===== config.mk =====
export PLATFORM = sky130hd
export DESIGN_NAME = multicycle_controller
export DESIGN_NICKNAME = d
export VERILOG_FILES = /design/src/rtl/riscv_pkg.sv /design/src/rtl/alu_decoder.sv /design/src/rtl/multicycle_controller.sv
export SDC_FILE = /design/constraint.sdc
export NUM_CORES = 1
export LEC_CHECK = 0
export CAP_MARGIN = 15
export CORE_MARGIN = 3
export CORE_UTILIZATION = 40
export CTS_CLUSTER_SIZE = 20
export DETAILED_ROUTE_END_ITERATION = 10
export PLACE_DENSITY = 0.72
export SYNTH_ARGS = -nofsm -noshare
export SYNTH_HDL_FRONTEND = slang
export SYNTH_SLANG_ARGS = --single-unit

===== constraint.sdc =====
create_clock -name clk -period 2.2 [get_ports clk]
set_input_delay 0.55 -clock clk [delete_from_list [all_inputs] [get_ports clk]]
set_output_delay 0.55 -clock clk [all_outputs]
set_load 0.1 [all_outputs]

===== src/rtl/riscv_pkg.sv =====
// Shared definitions for the RV32I multicycle control path: opcodes, FSM
// states, ALU control encodings, datapath select encodings and ALUOp.
package riscv_pkg;

  // Opcodes handled by the controller
  localparam logic [6:0] OP_LOAD   = 7'b0000011;
  localparam logic [6:0] OP_STORE  = 7'b0100011;
  localparam logic [6:0] OP_RTYPE  = 7'b0110011;
  localparam logic [6:0] OP_ITYPE  = 7'b0010011;
  localparam logic [6:0] OP_BRANCH = 7'b1100011;
  localparam logic [6:0] OP_JAL    = 7'b1101111;

  // Controller states
  typedef enum logic [3:0] {
    S_FETCH    = 4'd0,
    S_DECODE   = 4'd1,
    S_MEMADR   = 4'd2,
    S_MEMREAD  = 4'd3,
    S_MEMWRITE = 4'd4,
    S_MEMWB    = 4'd5,
    S_EXECUTER = 4'd6,
    S_EXECUTEI = 4'd7,
    S_ALUWB    = 4'd8,
    S_BEQ      = 4'd9,
    S_JAL      = 4'd10,
    S_TRAP     = 4'd11
  } state_e;

  // ALUControl encodings
  typedef enum logic [2:0] {
    ALU_ADD = 3'b000,
    ALU_SUB = 3'b001,
    ALU_AND = 3'b010,
    ALU_OR  = 3'b011,
    ALU_SLT = 3'b101
  } alu_ctrl_e;

  // Writeback / PC result select
  typedef enum logic [1:0] {
    RES_ALUOUT    = 2'b00,
    RES_DATA      = 2'b01,
    RES_ALURESULT = 2'b10
  } result_src_e;

  // ALU operand A select
  typedef enum logic [1:0] {
    SRCA_PC    = 2'b00,
    SRCA_OLDPC = 2'b01,
    SRCA_RD1   = 2'b10
  } alu_src_a_e;

  // ALU operand B select
  typedef enum logic [1:0] {
    SRCB_RD2  = 2'b00,
    SRCB_IMM  = 2'b01,
    SRCB_FOUR = 2'b10
  } alu_src_b_e;

  // Immediate format select
  typedef enum logic [1:0] {
    IMM_I = 2'b00,
    IMM_S = 2'b01,
    IMM_B = 2'b10,
    IMM_J = 2'b11
  } imm_src_e;

  // Coarse ALU operation class handed to the ALU decoder
  typedef enum logic [1:0] {
    ALUOP_ADD   = 2'b00,
    ALUOP_SUB   = 2'b01,
    ALUOP_FUNCT = 2'b10
  } alu_op_e;

  // Immediate format implied by the opcode; unknown opcodes fall back to I
  function automatic imm_src_e imm_src_of(input logic [6:0] op);
    imm_src_e imm;
    case (op)
      OP_LOAD,
      OP_ITYPE:  imm = IMM_I;
      OP_STORE:  imm = IMM_S;
      OP_BRANCH: imm = IMM_B;
      OP_JAL:    imm = IMM_J;
      default:   imm = IMM_I;
    endcase
    return imm;
  endfunction

endpackage


===== src/rtl/alu_decoder.sv =====
// Combinational ALU decoder: maps ALUOp plus instruction fields to
// ALUControl. Shared with the single-cycle core.
module alu_decoder
  import riscv_pkg::*;
(
  input  alu_op_e     alu_op_i,
  input  logic [2:0]  funct3_i,
  input  logic        op_b5_i,
  input  logic        funct7b5_i,
  output alu_ctrl_e   alu_control_o
);

  // Decode ALU function; subtract only for R-type with funct7[5] set
  always_comb begin
    alu_control_o = ALU_ADD;
    case (alu_op_i)
      ALUOP_ADD: alu_control_o = ALU_ADD;
      ALUOP_SUB: alu_control_o = ALU_SUB;
      ALUOP_FUNCT: begin
        case (funct3_i)
          3'b000: begin
            if (op_b5_i && funct7b5_i) begin
              alu_control_o = ALU_SUB;
            end else begin
              alu_control_o = ALU_ADD;
            end
          end
          3'b010:  alu_control_o = ALU_SLT;
          3'b110:  alu_control_o = ALU_OR;
          3'b111:  alu_control_o = ALU_AND;
          default: alu_control_o = ALU_ADD;
        endcase
      end
      default: alu_control_o = ALU_ADD;
    endcase
  end

endmodule


===== src/rtl/multicycle_controller.sv =====
// Control FSM for the multicycle RV32I datapath. Steps each instruction
// through fetch/decode/execute/memory/writeback, stalls on mem_ready,
// traps on unknown opcodes and counts retired instructions.
module multicycle_controller
  import riscv_pkg::*;
#(
  parameter int CNT_W = 32
) (
  input  logic             clk,
  input  logic             reset,
  input  logic [6:0]       op,
  input  logic [2:0]       funct3,
  input  logic             funct7b5,
  input  logic             zero,
  input  logic             mem_ready,
  output logic             PCWrite,
  output logic             AdrSrc,
  output logic             MemWrite,
  output logic             IRWrite,
  output logic [1:0]       ResultSrc,
  output logic [1:0]       ALUSrcA,
  output logic [1:0]       ALUSrcB,
  output logic [1:0]       ImmSrc,
  output logic [2:0]       ALUControl,
  output logic             RegWrite,
  output logic             illegal,
  output logic             instr_done,
  output logic [CNT_W-1:0] instret
);

  state_e            state_q;
  state_e            state_d;
  logic [CNT_W-1:0]  instret_q;

  alu_op_e           alu_op_s;
  alu_ctrl_e         alu_control_s;
  result_src_e       result_src_s;
  alu_src_a_e        src_a_s;
  alu_src_b_e        src_b_s;
  logic              adr_src_s;
  logic              mem_write_s;
  logic              ir_write_s;
  logic              pc_write_s;
  logic              reg_write_s;
  logic              retire_s;

  // State register with synchronous reset back to fetch
  always_ff @(posedge clk) begin
    if (reset) begin
      state_q <= S_FETCH;
    end else begin
      state_q <= state_d;
    end
  end

  // Retired-instruction counter, wraps naturally at 2^CNT_W
  always_ff @(posedge clk) begin
    if (reset) begin
      instret_q <= '0;
    end else if (retire_s) begin
      instret_q <= instret_q + CNT_W'(1);
    end else begin
      instret_q <= instret_q;
    end
  end

  // Next-state and Moore output decode; only the enables look at inputs
  always_comb begin
    state_d      = state_q;
    alu_op_s     = ALUOP_ADD;
    result_src_s = RES_ALUOUT;
    src_a_s      = SRCA_PC;
    src_b_s      = SRCB_RD2;
    adr_src_s    = 1'b0;
    mem_write_s  = 1'b0;
    ir_write_s   = 1'b0;
    pc_write_s   = 1'b0;
    reg_write_s  = 1'b0;
    retire_s     = 1'b0;
    case (state_q)
      S_FETCH: begin
        src_b_s      = SRCB_FOUR;
        result_src_s = RES_ALURESULT;
        ir_write_s   = mem_ready;
        pc_write_s   = mem_ready;
        if (mem_ready) begin
          state_d = S_DECODE;
        end else begin
          state_d = S_FETCH;
        end
      end
      S_DECODE: begin
        // OldPC + imm lands in ALUOut as the branch/jump target
        src_a_s = SRCA_OLDPC;
        src_b_s = SRCB_IMM;
        case (op)
          OP_LOAD,
          OP_STORE:  state_d = S_MEMADR;
          OP_RTYPE:  state_d = S_EXECUTER;
          OP_ITYPE:  state_d = S_EXECUTEI;
          OP_BRANCH: state_d = S_BEQ;
          OP_JAL:    state_d = S_JAL;
          default:   state_d = S_TRAP;
        endcase
      end
      S_MEMADR: begin
        src_a_s = SRCA_RD1;
        src_b_s = SRCB_IMM;
        if (op[5]) begin
          state_d = S_MEMWRITE;
        end else begin
          state_d = S_MEMREAD;
        end
      end
      S_MEMREAD: begin
        adr_src_s = 1'b1;
        if (mem_ready) begin
          state_d = S_MEMWB;
        end else begin
          state_d = S_MEMREAD;
        end
      end
      S_MEMWRITE: begin
        adr_src_s   = 1'b1;
        mem_write_s = 1'b1;
        if (mem_ready) begin
          state_d  = S_FETCH;
          retire_s = 1'b1;
        end else begin
          state_d = S_MEMWRITE;
        end
      end
      S_MEMWB: begin
        result_src_s = RES_DATA;
        reg_write_s  = 1'b1;
        state_d      = S_FETCH;
        retire_s     = 1'b1;
      end
      S_EXECUTER: begin
        src_a_s  = SRCA_RD1;
        src_b_s  = SRCB_RD2;
        alu_op_s = ALUOP_FUNCT;
        state_d  = S_ALUWB;
      end
      S_EXECUTEI: begin
        src_a_s  = SRCA_RD1;
        src_b_s  = SRCB_IMM;
        alu_op_s = ALUOP_FUNCT;
        state_d  = S_ALUWB;
      end
      S_ALUWB: begin
        reg_write_s = 1'b1;
        state_d     = S_FETCH;
        retire_s    = 1'b1;
      end
      S_BEQ: begin
        src_a_s    = SRCA_RD1;
        src_b_s    = SRCB_RD2;
        alu_op_s   = ALUOP_SUB;
        pc_write_s = zero;
        state_d    = S_FETCH;
        retire_s   = 1'b1;
      end
      S_JAL: begin
        // PC takes the target from ALUOut while OldPC + 4 is formed for rd
        src_a_s    = SRCA_OLDPC;
        src_b_s    = SRCB_FOUR;
        pc_write_s = 1'b1;
        state_d    = S_ALUWB;
      end
      S_TRAP: begin
        state_d = S_TRAP;
      end
      default: begin
        state_d = S_FETCH;
      end
    endcase
  end

  alu_decoder u_alu_decoder (
    .alu_op_i      (alu_op_s),
    .funct3_i      (funct3),
    .op_b5_i       (op[5]),
    .funct7b5_i    (funct7b5),
    .alu_control_o (alu_control_s)
  );

  // Enables and the retire pulse are held low throughout a reset cycle
  assign PCWrite    = pc_write_s  & ~reset;
  assign IRWrite    = ir_write_s  & ~reset;
  assign RegWrite   = reg_write_s & ~reset;
  assign MemWrite   = mem_write_s & ~reset;
  assign instr_done = retire_s    & ~reset;

  assign AdrSrc     = adr_src_s;
  assign ResultSrc  = result_src_s;
  assign ALUSrcA    = src_a_s;
  assign ALUSrcB    = src_b_s;
  assign ImmSrc     = imm_src_of(op);
  assign ALUControl = alu_control_s;
  assign illegal    = (state_q == S_TRAP);
  assign instret    = instret_q;

endmodule

==> summary.txt <==
Placed design
  • DP HPWL: 4.66 mm
  • I/O Buffers: 64
  • Inst Count DP: 440
  • GPL Wtd Cong: 0.877

Yosys
  • Seq cells post-synth: 36
  • Top FF cell, synth: dfxtp_1
  • Top post-synthesis cells by count: nor2_1, dfxtp_1, a21oi_1
  • Share of the synthesized area in the top cell type: 32.9%
  • Area contributors post-synth: dfxtp_1, nor2_1, a21oi_1
  • Synthesis Warnings: 0
  • Synth area leader: dfxtp_1
  • Syn_nets: 305
  • Post-Syn Area: 2190 µm²
  • Seq/Total Area, Yosys: 32.9%
  • Syn Inst Count: 287
  • Avg Inst Size Synth: 7.63 µm²
  • Top-count cell post-synth: nor2_1
  • FFs w/ async S/R, synth: 0%
  • Post-synth EDFFs: 0
  • Netlist cell types: 46

Min path
  • Worst hold path class: register to register
  • Hold path depth: 2
  • Hold path start: instret[24]
  • Hold EP: instret[24]

Clock tree
  • Worst skew pair latency: 0.29 ns
  • CTS tree: built
  • Clock buffer depth: 2
  • Num CTS Buffers: 5
  • Reg clk slew, reported paths: 0.07 ns
  • Clock tree sinks: 36
  • Clock root cell: clkbuf_8
  • CTS H-tree lvls: 2
  • Cts hold-fix bufs: 0

Critical path
  • Reg2reg setup slack: 0.18 ns
  • Reg-to-Reg End: instret[29]
  • WP data required: 1.65 ns
  • FF-to-FF Start: state_q[1]
  • CP Max Fanout: 7
  • R2R depth: 6
  • Critical Path AT: 1.70 ns
  • Critical path endpoint category: output pin
  • Worst setup SP type: register
  • Worst setup startpoint: state_q[1]
  • WS Path Type: register to output pin

Route
  • Drt wl/cell: 14.3 µm
  • Via density: 5.31
  • Detailed Route WL: 6.54 mm
  • Iteration-0 DRC Markers: 69
  • Pre-Repair DR Iteration Count: 4
  • Antenna Nets Post-Route: 0
  • Residual DRC: 0
  • Vias post-DR: 2425

Power
  • Peak VDD IR: 957 µV
  • PwrDens: 913 nW/µm²
  • Leak Pwr: 1.49 nW

Final layout
  • Share of cells above drive strength 1: 50.1%
  • Post-Layout Cell Count: 457
  • N_diodes: 0
  • Area grow syn2layout: 73.6%
  • Fillers: 385
  • Fin nets: 404

Floorplan
  • Core Area: 5200 µm²
  • # IOs: 65
  • Site Rows: 26
  • Starting Density: 42.1%
  • Width of the die: 80.0 µm
  • Die ar.: 6400 µm²
  • Die height: 80.0 µm

STA
  • Count of pins over their slew limit: 0
  • Fin. Hold Viols: 0
  • Final Worst Setup Slack: -0.0478 ns
  • Worst-Margin Slew: 0.498 ns
  • Clock skew: 0.00641 ns
  • Slew HR: 66.5%
  • Hold WS: 0.491 ns
  • Fmax: 445 MHz
  • RSZ-0062 raised after global routing: true
  • Final worst-path cycle share: 102%
  • Minimum clock period: 2.25 ns
  • # setup viols final: 3
  • Setup TNS: -0.0984 ns

Outcome
  • Status: finished with violations
  • Failing checks: negative setup slack

GRT
  • Global Route Usage Sum: 21.0%
  • Largest net degree at the start of global routing: 41
  • Global-route wire length before repair: 10.9 mm
  • GR Overflow Total: 0
  • Vias in the first global route: 2328
  • Initial antenna violation count: 0

Flow run
  • Max_cap viols: 0
## sequential cells by signal (all words and copies together) (netlist names)
name,flops
instret,32
state_q,4
## where the power goes
group          switching [mW]  total, mW  leakage (nW)  internal [mW]
registers              0.0530      0.734         0.310          0.681
clock network           0.241      0.577        0.0552          0.336
logic                    1.34       2.16          1.13          0.822
## how the worst max path moves through the flow
| stage | endpoint | slack (ns) |
|---|---|---|
| final | ALUControl[0] | -0.05 |
| after global routing | ALUControl[0] | -0.12 |
| after CTS | PCWrite | -0.05 |
| after detailed placement | PCWrite | -0.33 |
| after global placement | PCWrite | -0.32 |
| after floorplan | IRWrite | -0.34 |
## per-layer routing
metal / up-vias / track usage (%) / wire (µm)
met5: - / 0 / 0
met4: 0 / 7.77 / 136
met3: 13 / 3.61 / 250
met2: 59 / 35.8 / 3410
met1: 1142 / 26.5 / 2750
li1: 1211 / - / -
## cells by family (layout without fill, tap and decap cells)
logic type	Yosys count	after routing	synth area share (%)
flops	36	36	32.9
buf+inv	26	126	4.85
mux	4	4	2.57
simple gates	150	150	37.5
fa+ha+maj	3	3	1.71
xor+xnor	18	18	7.20
compound gates	50	50	13.3
## worst max-delay path, stage by stage, from the launching register on
cell and delay (ns):
dfxtp_4 0.42, nor2b_4 0.17, and2_4 0.16, ha_4 0.14
nor3b_4 0.18, nor2_2 0.07, nor2_4 0.10, buf_12 0.18
## layout by cell type, fill, tap and decap left out, types with 3 or more instances in the layout
master / count
mux2_4: 3
nand2b_1: 5
dfxtp_1: 7
a21oi_2: 3
clkbuf_8: 5
buf_12: 21
nor2b_1: 5
a21oi_1: 18
nand2_1: 13
clkdlybuf4s50_1: 5
nor4_1: 4
nand4_1: 12
nor4_4: 3
nor3_1: 6
xor2_1: 5
dlygate4sd2_1: 8
dfxtp_4: 16
xnor2_1: 12
nor3_4: 6
and3_1: 4
nor2_1: 35
dfxtp_2: 13
nand2_2: 4
nor2_4: 7
nor2_2: 5
buf_6: 4
o21ai_0: 14
o31ai_1: 3
or3_1: 6
nand3_2: 4
buf_4: 70
nand3_1: 10
inv_1: 7
## timing repair
item,in CTS,in global routing
pin swaps,18,5
buffers inserted,7,2
cloned,0,0
endpoints found under the hold margin,0,0
setup endpoints to repair,12,9
gates resized for setup,34,11
## through the flow
stage	util (%)	power, mW	setup WS (ns)	cell area (µm²)
global route	73.1	3.62	-0.117	3800
detailed placement	67.7	2.76	-0.334	3530
floorplan	-	2.18	-0.343	2590
global placement	67.7	2.74	-0.321	3530
finish	73.1	3.47	-0.0478	3800
CTS	71.9	3.42	-0.0482	3740
## area by class of cell
class | instances | area (µm²) | share of cell area (%)
clock inverters | 2 | 35.0 | 0.921
clock buffers | 6 | 72.6 | 1.91
repair buffers | 109 | 1120 | 29.3
inverters | 9 | 33.8 | 0.888
flip-flops and latches | 36 | 797 | 21.0
well taps | 70 | 87.6 | 2.30
multi-input cells | 225 | 1660 | 43.7
Power figures use the tool's default switching activity.
